**config.mk**
```make
export PLATFORM = sky130hd
export DESIGN_NAME = seq_detect_prog
export DESIGN_NICKNAME = d
export VERILOG_FILES = /design/src/rtl/seq_detect_prog.sv
export SDC_FILE = /design/constraint.sdc
export NUM_CORES = 1
export LEC_CHECK = 0
export ABC_AREA = 1
export CORE_UTILIZATION = 40
export DETAILED_ROUTE_END_ITERATION = 8
export PLACE_DENSITY_LB_ADDON = 0.05
export SYNTH_ARGS = -nofsm -noshare
export SYNTH_HDL_FRONTEND = slang
export SYNTH_SLANG_ARGS = --single-unit
```
**constraint.sdc**
```tcl
create_clock -name clk -period 2.2 [get_ports clk]
set_clock_uncertainty 0.2 [all_clocks]
set_input_delay 0.44 -clock clk [delete_from_list [all_inputs] [get_ports clk]]
set_output_delay 0.44 -clock clk [all_outputs]
set_load 0.02 [all_outputs]
```
**src/rtl/seq_detect_prog.sv**
```systemverilog
// Programmable serial pattern detector.
// Bits qualified by in_valid shift into a history register. A match is
// declared when enough bits have been collected and the low len bits of
// {history, in} equal the active pattern. The match flag is registered, so it
// appears one cycle after the sampling edge. A saturating counter tallies
// matches. Configuration loads with an out-of-range length are rejected
// and flagged with a one-cycle cfg_err pulse.
module seq_detect_prog #(
  parameter int MAX_LEN = 8,
  parameter int LEN_W   = 5,
  parameter int CNT_W   = 8
) (
  input  logic               clk,
  input  logic               reset,
  input  logic               in,
  input  logic               in_valid,
  input  logic               cfg_load,
  input  logic [MAX_LEN-1:0] cfg_pattern,
  input  logic [LEN_W-1:0]   cfg_len,
  input  logic               cfg_overlap,
  output logic               out,
  output logic [CNT_W-1:0]   match_count,
  output logic               cfg_err
);

  logic [MAX_LEN-1:0] r_hist;
  logic [LEN_W-1:0]   r_fill;
  logic [MAX_LEN-1:0] r_pat;
  logic [LEN_W-1:0]   r_len;
  logic               r_ovl;
  logic               r_out;
  logic [CNT_W-1:0]   r_cnt;
  logic               r_err;

  logic               w_len_ok;
  logic               w_load_ok;
  logic               w_load_bad;
  logic               w_shift;
  logic [MAX_LEN:0]   w_cat;
  logic [MAX_LEN:0]   w_mask;
  logic               w_fill_ok;
  logic               w_eq;
  logic               w_match;
  logic [LEN_W-1:0]   w_fill_nxt;

  assign w_len_ok   = (cfg_len >= LEN_W'(2)) && (cfg_len <= LEN_W'(MAX_LEN));
  assign w_load_ok  = cfg_load && w_len_ok;
  assign w_load_bad = cfg_load && !w_len_ok;
  // A rejected load leaves the data path running normally.
  assign w_shift    = in_valid && !w_load_ok;

  // Candidate window: history with the incoming bit appended. Bit MAX_LEN can
  // never be selected because r_len never exceeds MAX_LEN.
  assign w_cat = {r_hist, in};

  // Select the low r_len bits of the window for comparison.
  always_comb begin
    w_mask = '0;
    for (int i = 0; i <= MAX_LEN; i++) begin
      w_mask[i] = (i < int'(r_len));
    end
  end

  // r_len is always >= 2, so r_len-1 cannot underflow.
  assign w_fill_ok = (r_fill >= (r_len - LEN_W'(1)));
  assign w_eq      = ((w_cat & w_mask) == ({1'b0, r_pat} & w_mask));
  assign w_match   = w_shift && w_fill_ok && w_eq;

  // Fill saturates at len; a non-overlapping match restarts collection.
  always_comb begin
    w_fill_nxt = r_fill;
    if (w_match && !r_ovl) begin
      w_fill_nxt = '0;
    end else if (r_fill < r_len) begin
      w_fill_nxt = r_fill + LEN_W'(1);
    end
  end

  // Active configuration: defaults on reset, replaced only by a legal load.
  always_ff @(posedge clk or posedge reset) begin
    if (reset) begin
      r_pat <= MAX_LEN'(4'b1101);
      r_len <= LEN_W'(4);
      r_ovl <= 1'b1;
    end else if (w_load_ok) begin
      r_pat <= cfg_pattern;
      r_len <= cfg_len;
      r_ovl <= cfg_overlap;
    end
  end

  // History, fill, match flag and counter; a legal load clears all of them.
  always_ff @(posedge clk or posedge reset) begin
    if (reset) begin
      r_hist <= '0;
      r_fill <= '0;
      r_out  <= 1'b0;
      r_cnt  <= '0;
    end else if (w_load_ok) begin
      r_hist <= '0;
      r_fill <= '0;
      r_out  <= 1'b0;
      r_cnt  <= '0;
    end else begin
      r_out <= w_match;
      if (w_shift) begin
        r_hist <= w_cat[MAX_LEN-1:0];
        r_fill <= w_fill_nxt;
      end
      if (w_match && (r_cnt != '1)) begin
        r_cnt <= r_cnt + CNT_W'(1);
      end
    end
  end

  // One-cycle pulse for each rejected load request.
  always_ff @(posedge clk or posedge reset) begin
    if (reset) begin
      r_err <= 1'b0;
    end else begin
      r_err <= w_load_bad;
    end
  end

  assign out         = r_out;
  assign match_count = r_cnt;
  assign cfg_err     = r_err;

endmodule

```
# Yosys cells after proc, flatten, opt, wreduce, memory -nomap -nowiden
# Index checks and enable logic that the tools add are counted.
dict set report op_classes {
  add_sub_neg 3
  n_lt_le_gt_ge 13
  n_eq_ne 2
  n_mux 9
  n_bitwise 2
  n_reduce_logical 15
}
# cell n
set ops {}
lappend ops {{8-bit two-way mux} 4}
lappend ops {{3-bit by 5-bit < comparator with 1-bit output, first input constant} 4}
lappend ops {{5-bit two-way mux} 4}
lappend ops {{1-bit by 5-bit < comparator with 1-bit output, first input constant} 2}
lappend ops {{2-bit by 5-bit < comparator with 1-bit output, first input constant} 2}
lappend ops {{8-bit by 9-bit bitwise AND with 9-bit output} 1}
lappend ops {{9-bit bitwise AND} 1}
lappend ops {{9-bit equality test} 1}
lappend ops {{8-bit by 1-bit adder with 8-bit output, second input constant} 1}
lappend ops {{1-bit logical AND} 8}
lappend ops {{8-bit inequality test, second input constant} 1}
lappend ops {{5-bit by 1-bit adder with 5-bit output, second input constant} 1}
lappend ops {{5-bit by 2-bit greater-or-equal comparator with 1-bit output, second input constant} 1}
lappend ops {{5-bit greater-or-equal comparator} 1}
lappend ops {{5-bit by 4-bit <= comparator with 1-bit output, second input constant} 1}
lappend ops {{4-bit by 5-bit < comparator with 1-bit output, first input constant} 1}
lappend ops {{5-bit < comparator} 1}
lappend ops {{5-bit by 1-bit subtractor with 5-bit output, second input constant} 1}
lappend ops {{2-bit nonzero test} 2}
lappend ops {{1-bit logical NOT} 3}
lappend ops {{3-bit nonzero test} 1}
lappend ops {{2-bit AND reduction} 1}
lappend ops {{1-bit two-way mux} 1}
dict set report word_totals {
  register_bits 37
  in_bits 19
  output_inout_bits 10
  wordCells 52
}

# Longest topological paths before layout
dict set report depth {
  word_depth 11
  mapped_depth 16
  depth_no_buf 16
}

# Worst setup path after synthesis
# No wires, ideal clock.
dict set report synth_timing {
  path_type {reg2reg}
  from {register r_len[0]}
  to {register r_cnt[0] (netlist: match_count[0])}
  setup_time_ps 117
  arrival_time_ps 1967
  t_required_ps 1883
  path_slack_ps -84
  stages_incl_launch_ff 17
  n_path_buf 0
  period_less_slack_ps 2284
  path_cell_list {dfrtp_1 -> inv_1 -> ha_1 -> nand3_1 -> xor2_1 -> ha_1 -> nand2_1 -> inv_1 -> a21oi_1 -> nand2_1 -> nand2_1 -> nor2_1 -> and2_4 -> nand2_4 -> nand2_4 -> nand2_1 -> nand2_1}
}
dict set report synth_between {
  elab_chain_cells 6
  elab_cells_between_ends 18
  cone_classes {add/sub: 1; order compare: 10; eq/ne: 1; bitwise: 2; reduce/logical: 4}
}
# item line
set synth_lines {}
lappend synth_lines {{start, declared} 29} ;# logic [LEN_W-1:0] r_len;
lappend synth_lines {{start signal, assigned} 87} ;# r_len <= cfg_len;
lappend synth_lines {{5-bit by 1-bit subtractor with 5-bit output, or another cell as far along} 65} ;# assign w_fill_ok = (r_fill >= (r_len - LEN_W'(1)));
lappend synth_lines {{5-bit greater-or-equal comparator, or another cell as far along} 65}
lappend synth_lines {{1-bit logical AND or 9-bit equality test (tied branches)} {67, 66}}
lappend synth_lines {{1-bit logical AND (*)} 67} ;# assign w_match = w_shift && w_fill_ok && w_eq;
lappend synth_lines {{1-bit logical AND (*)} 110} ;# if (w_match && (r_cnt != '1)) begin
lappend synth_lines {{2-bit nonzero test (no source line) (*)} -}
lappend synth_lines {{end signal, assigned} 111} ;# r_cnt <= r_cnt + CNT_W'(1);
lappend synth_lines {{end, declared} 32} ;# logic [CNT_W-1:0] r_cnt;
# Every way passes the cells marked *; elsewhere a longest branch is shown, timed or not.
# A chain may end at the register's enable or synchronous reset.

# Worst setup path after layout
dict set report layout_timing {
  from {register r_len[0]}
  to {register r_cnt[4] (netlist: match_count[4])}
}
# Same word-level chain as after synthesis.

==> impl_metrics.ini <==
[status]
status = finished with violations
violations = negative setup slack

[sta]
setup_ws_ns = -0.222
final_max_slew_viol_count = 0
worstMarginPinSlew_ns = 0.477
rsz0062_at_grt = true
fin_crit_sh = 1.10
hold_ws_ns = 0.282
hold_viol_final = 0
period_needed_ns = 2.42
fmax_ghz = 0.413
max_slew_margin = 0.682
finalSetupViolCount = 14

[min_path]
hold_class = flip-flop to flip-flop

[final_layout]
fillers = 501
areaGrowthSynthToFinish_pct = 32.6
final_common_cell = nand2_1
final_core_util = 0.564
multi_input_area_mm2 = 0.00122
mostFrequentLayoutCells = nand2_1, inv_1, dfrtp_1
diodes = 0
drive_gt1_frac = 0.189
fin_nets = 382
seq_area_um2 = 932

[worst_setup_path]
critPathCaptureType = flip-flop
cp-start-kind = flip-flop
crit_buf_inv = 2
slowest_delay_ns = 0.43
cp_data_arrival_time_ns = 2.41
cpMaxStageDelayCell = dfrtp_1
critPathKind = flip-flop to flip-flop
timing.critical_path.mode_cell = nand2_1
cp.required_ns = 2.19
crit_family = simple AND/OR/NAND/NOR gates
cp_max_fo = 7
crit_chain = inv_2 > ha_4 > nand3_2 > xor2_1 > ha_1 > nand2_1 > inv_1 > a21oi_1 > nand2_1 > nand2_2 > nor2_4 > and2_4 > nand2_8 > nand2_8 > nand2_1 > nand2_1

[placement]
gp_congestion = 0.837
port_buffers = 28
hpwlAfterDp_mm = 3.80
pre_cts_slack_ns = -0.230

[flow_run]
drv_cap = 0

[logic_synthesis]
avgSynthCellArea_um2 = 7.66
synth_top_area_frac = 0.359
synth_fp_nets = 324
synth.distinct_cells = 28
ys_seq_elements = 37
synth-async-reset-ratio = 1.00
dominantRegCellSynth = dfrtp_1
netlist_instances = 291
synth_top_area_cell = dfrtp_1
synth_warnings = 0
netlist_area_mm2 = 0.00223
synth.area.top_cells = dfrtp_1, nand2_1, ha_1
seq_area_frac_synth = 0.418
synth_edf_count = 0

[power_and_ir_drop]
p_per_area_mw_per_mm2 = 952
p_leak_nw = 1.49
peakVddDrop_mv = 0.559

[floorplan]
dieArea_mm2 = 0.00587
die_w_um = 76.6
start_util = 0.425
core-area_mm2 = 0.00524
rows = 26
die_h_um = 76.6
ioPinCount = 29

[grt]
grtUsageMet3 = 0.0479
grt.overflow.total = 0
antenna_found_initial = 0
grt_use_met1 = 0.261
grt_pass1_wl_mm = 9.34
globalRouteTotalUtil = 0.200
grt_use_met2 = 0.332
grt.busiest_layer = met2
grt_pass1_vias = 2013
grt_max_degree = 38

[drt]
num_vias = 1961
drt-vias-per-instance = 4.67
antenna_left = 0
drt-total-wl_mm = 5.13
drt_iter0_drc = 74
firstDrtPassIters = 4
post-route-drc-count = 0
wire_per_inst_um = 12.2

[clock_tree]
worstSkewPairLatency_ns = 0.29
clock-sinks = 37
cts_buffers = 5
path_clk_slew_ns = 0.07
tritoncts = yes
cts-root-buf = clkbuf_8
clk_path_buf_depth = 2
htreeDepth = 2
==> Yosys cell counts, types with 4 or more instances <==
master     n
o22ai_1    7
dfrtp_1   32
xor2_1     8
nor2_1    23
nand2_1  103
xnor2_1    4
nand3_1   16
dfstp_2    5
ha_1      14
inv_1     34
o21ai_0   11
nor3_1     4
==> logic make-up (layout without fill, tap and decap cells) <==
kind of cell | count (synthesis) | count (layout) | share of synthesized area
flip-flops | 37 | 37 | 0.418
XOR/XNOR | 12 | 12 | 0.0472
AO/OA/AOI/OAI | 26 | 26 | 0.0668
buffers and inverters | 41 | 99 | 0.0707
adder cells (fa/ha/maj) | 14 | 14 | 0.0786
AND/OR/NAND/NOR | 161 | 162 | 0.318
==> cell type report <==
type | instances | share of cell area
multi-input cells | 214 | 0.415
flip-flops and latches | 37 | 0.316
repair buffers | 54 | 0.165
inverters | 37 | 0.0470
well taps | 70 | 0.0296
clock buffers | 6 | 0.0246
clock inverters | 2 | 0.00339
==> worst register-to-register path: cells and delay by family, from the launching register on <==
kind	cells	cell delay (ns)
AOI/OAI and AO/OA	1	0.11
xor gates and xnor gates	1	0.19
adders and majority gates	2	0.44
buffers and inverters	2	0.12
DFF	1	0.43
and+or+nand+nor	10	0.82
==> flip-flops by register name (all words and copies together), names as in the netlist <==
name         count
out              1
cfg_err          1
r_len            5
r_hist           8
r_fill           5
match_count      8
r_ovl            1
r_pat            8
==> metal layers <==
| layer | wire [µm] | up-vias |
|---|---|---|
| met2 | 2390 | 27 |
| met1 | 2520 | 890 |
| met4 | 49 | 0 |
| li1 | - | 1039 |
| met3 | 165 | 5 |
| met5 | 0 | - |
==> where the power goes <==
| group | switching, mW | total, mW | internal (mW) |
|---|---|---|---|
| Sequential | 0.187 | 1.04 | 0.848 |
| Clock | 0.248 | 0.468 | 0.220 |
| Combinational | 0.712 | 1.31 | 0.597 |
==> final timing paths <==
kind,start,to,slack (ns),cells past startpoint
max in group asynchronous,reset,r_ovl,1.09,3
min reg2reg,r_pat[0],r_pat[0],0.28,2
max reg2reg,r_len[0],match_count[4],-0.22,16
min,r_pat[0],r_pat[0],0.28,2
min in group asynchronous,reset,r_hist[4],0.35,3
max,r_len[0],match_count[4],-0.22,16
==> what timing repair did <==
action | in CTS | in global routing
endpoints found under the hold margin | 0 | 0
buffers inserted | 2 | 1
resized for setup | 5 | 6
hold buffers | 0 | 0
setup endpoints to repair | 14 | 14
cloned | 1 | 0
pin swaps | 9 | 2
==> per-stage QoR <==
| step | setup TNS [ns] | cells | power [mW] | area, µm² |
|---|---|---|---|---|
| final | -2.51 | 420 | 2.81 | 2950 |
| after global routing | -5.03 | 420 | 3.09 | 2950 |
| after CTS | -2.45 | 419 | 2.76 | 2920 |
| after detailed placement | -2.82 | 408 | 2.25 | 2780 |
| after global placement | -2.50 | 408 | 2.24 | 2780 |
| after floorplan | -0.151 | 291 | 1.82 | 2250 |
Power figures use the tool's default switching activity.
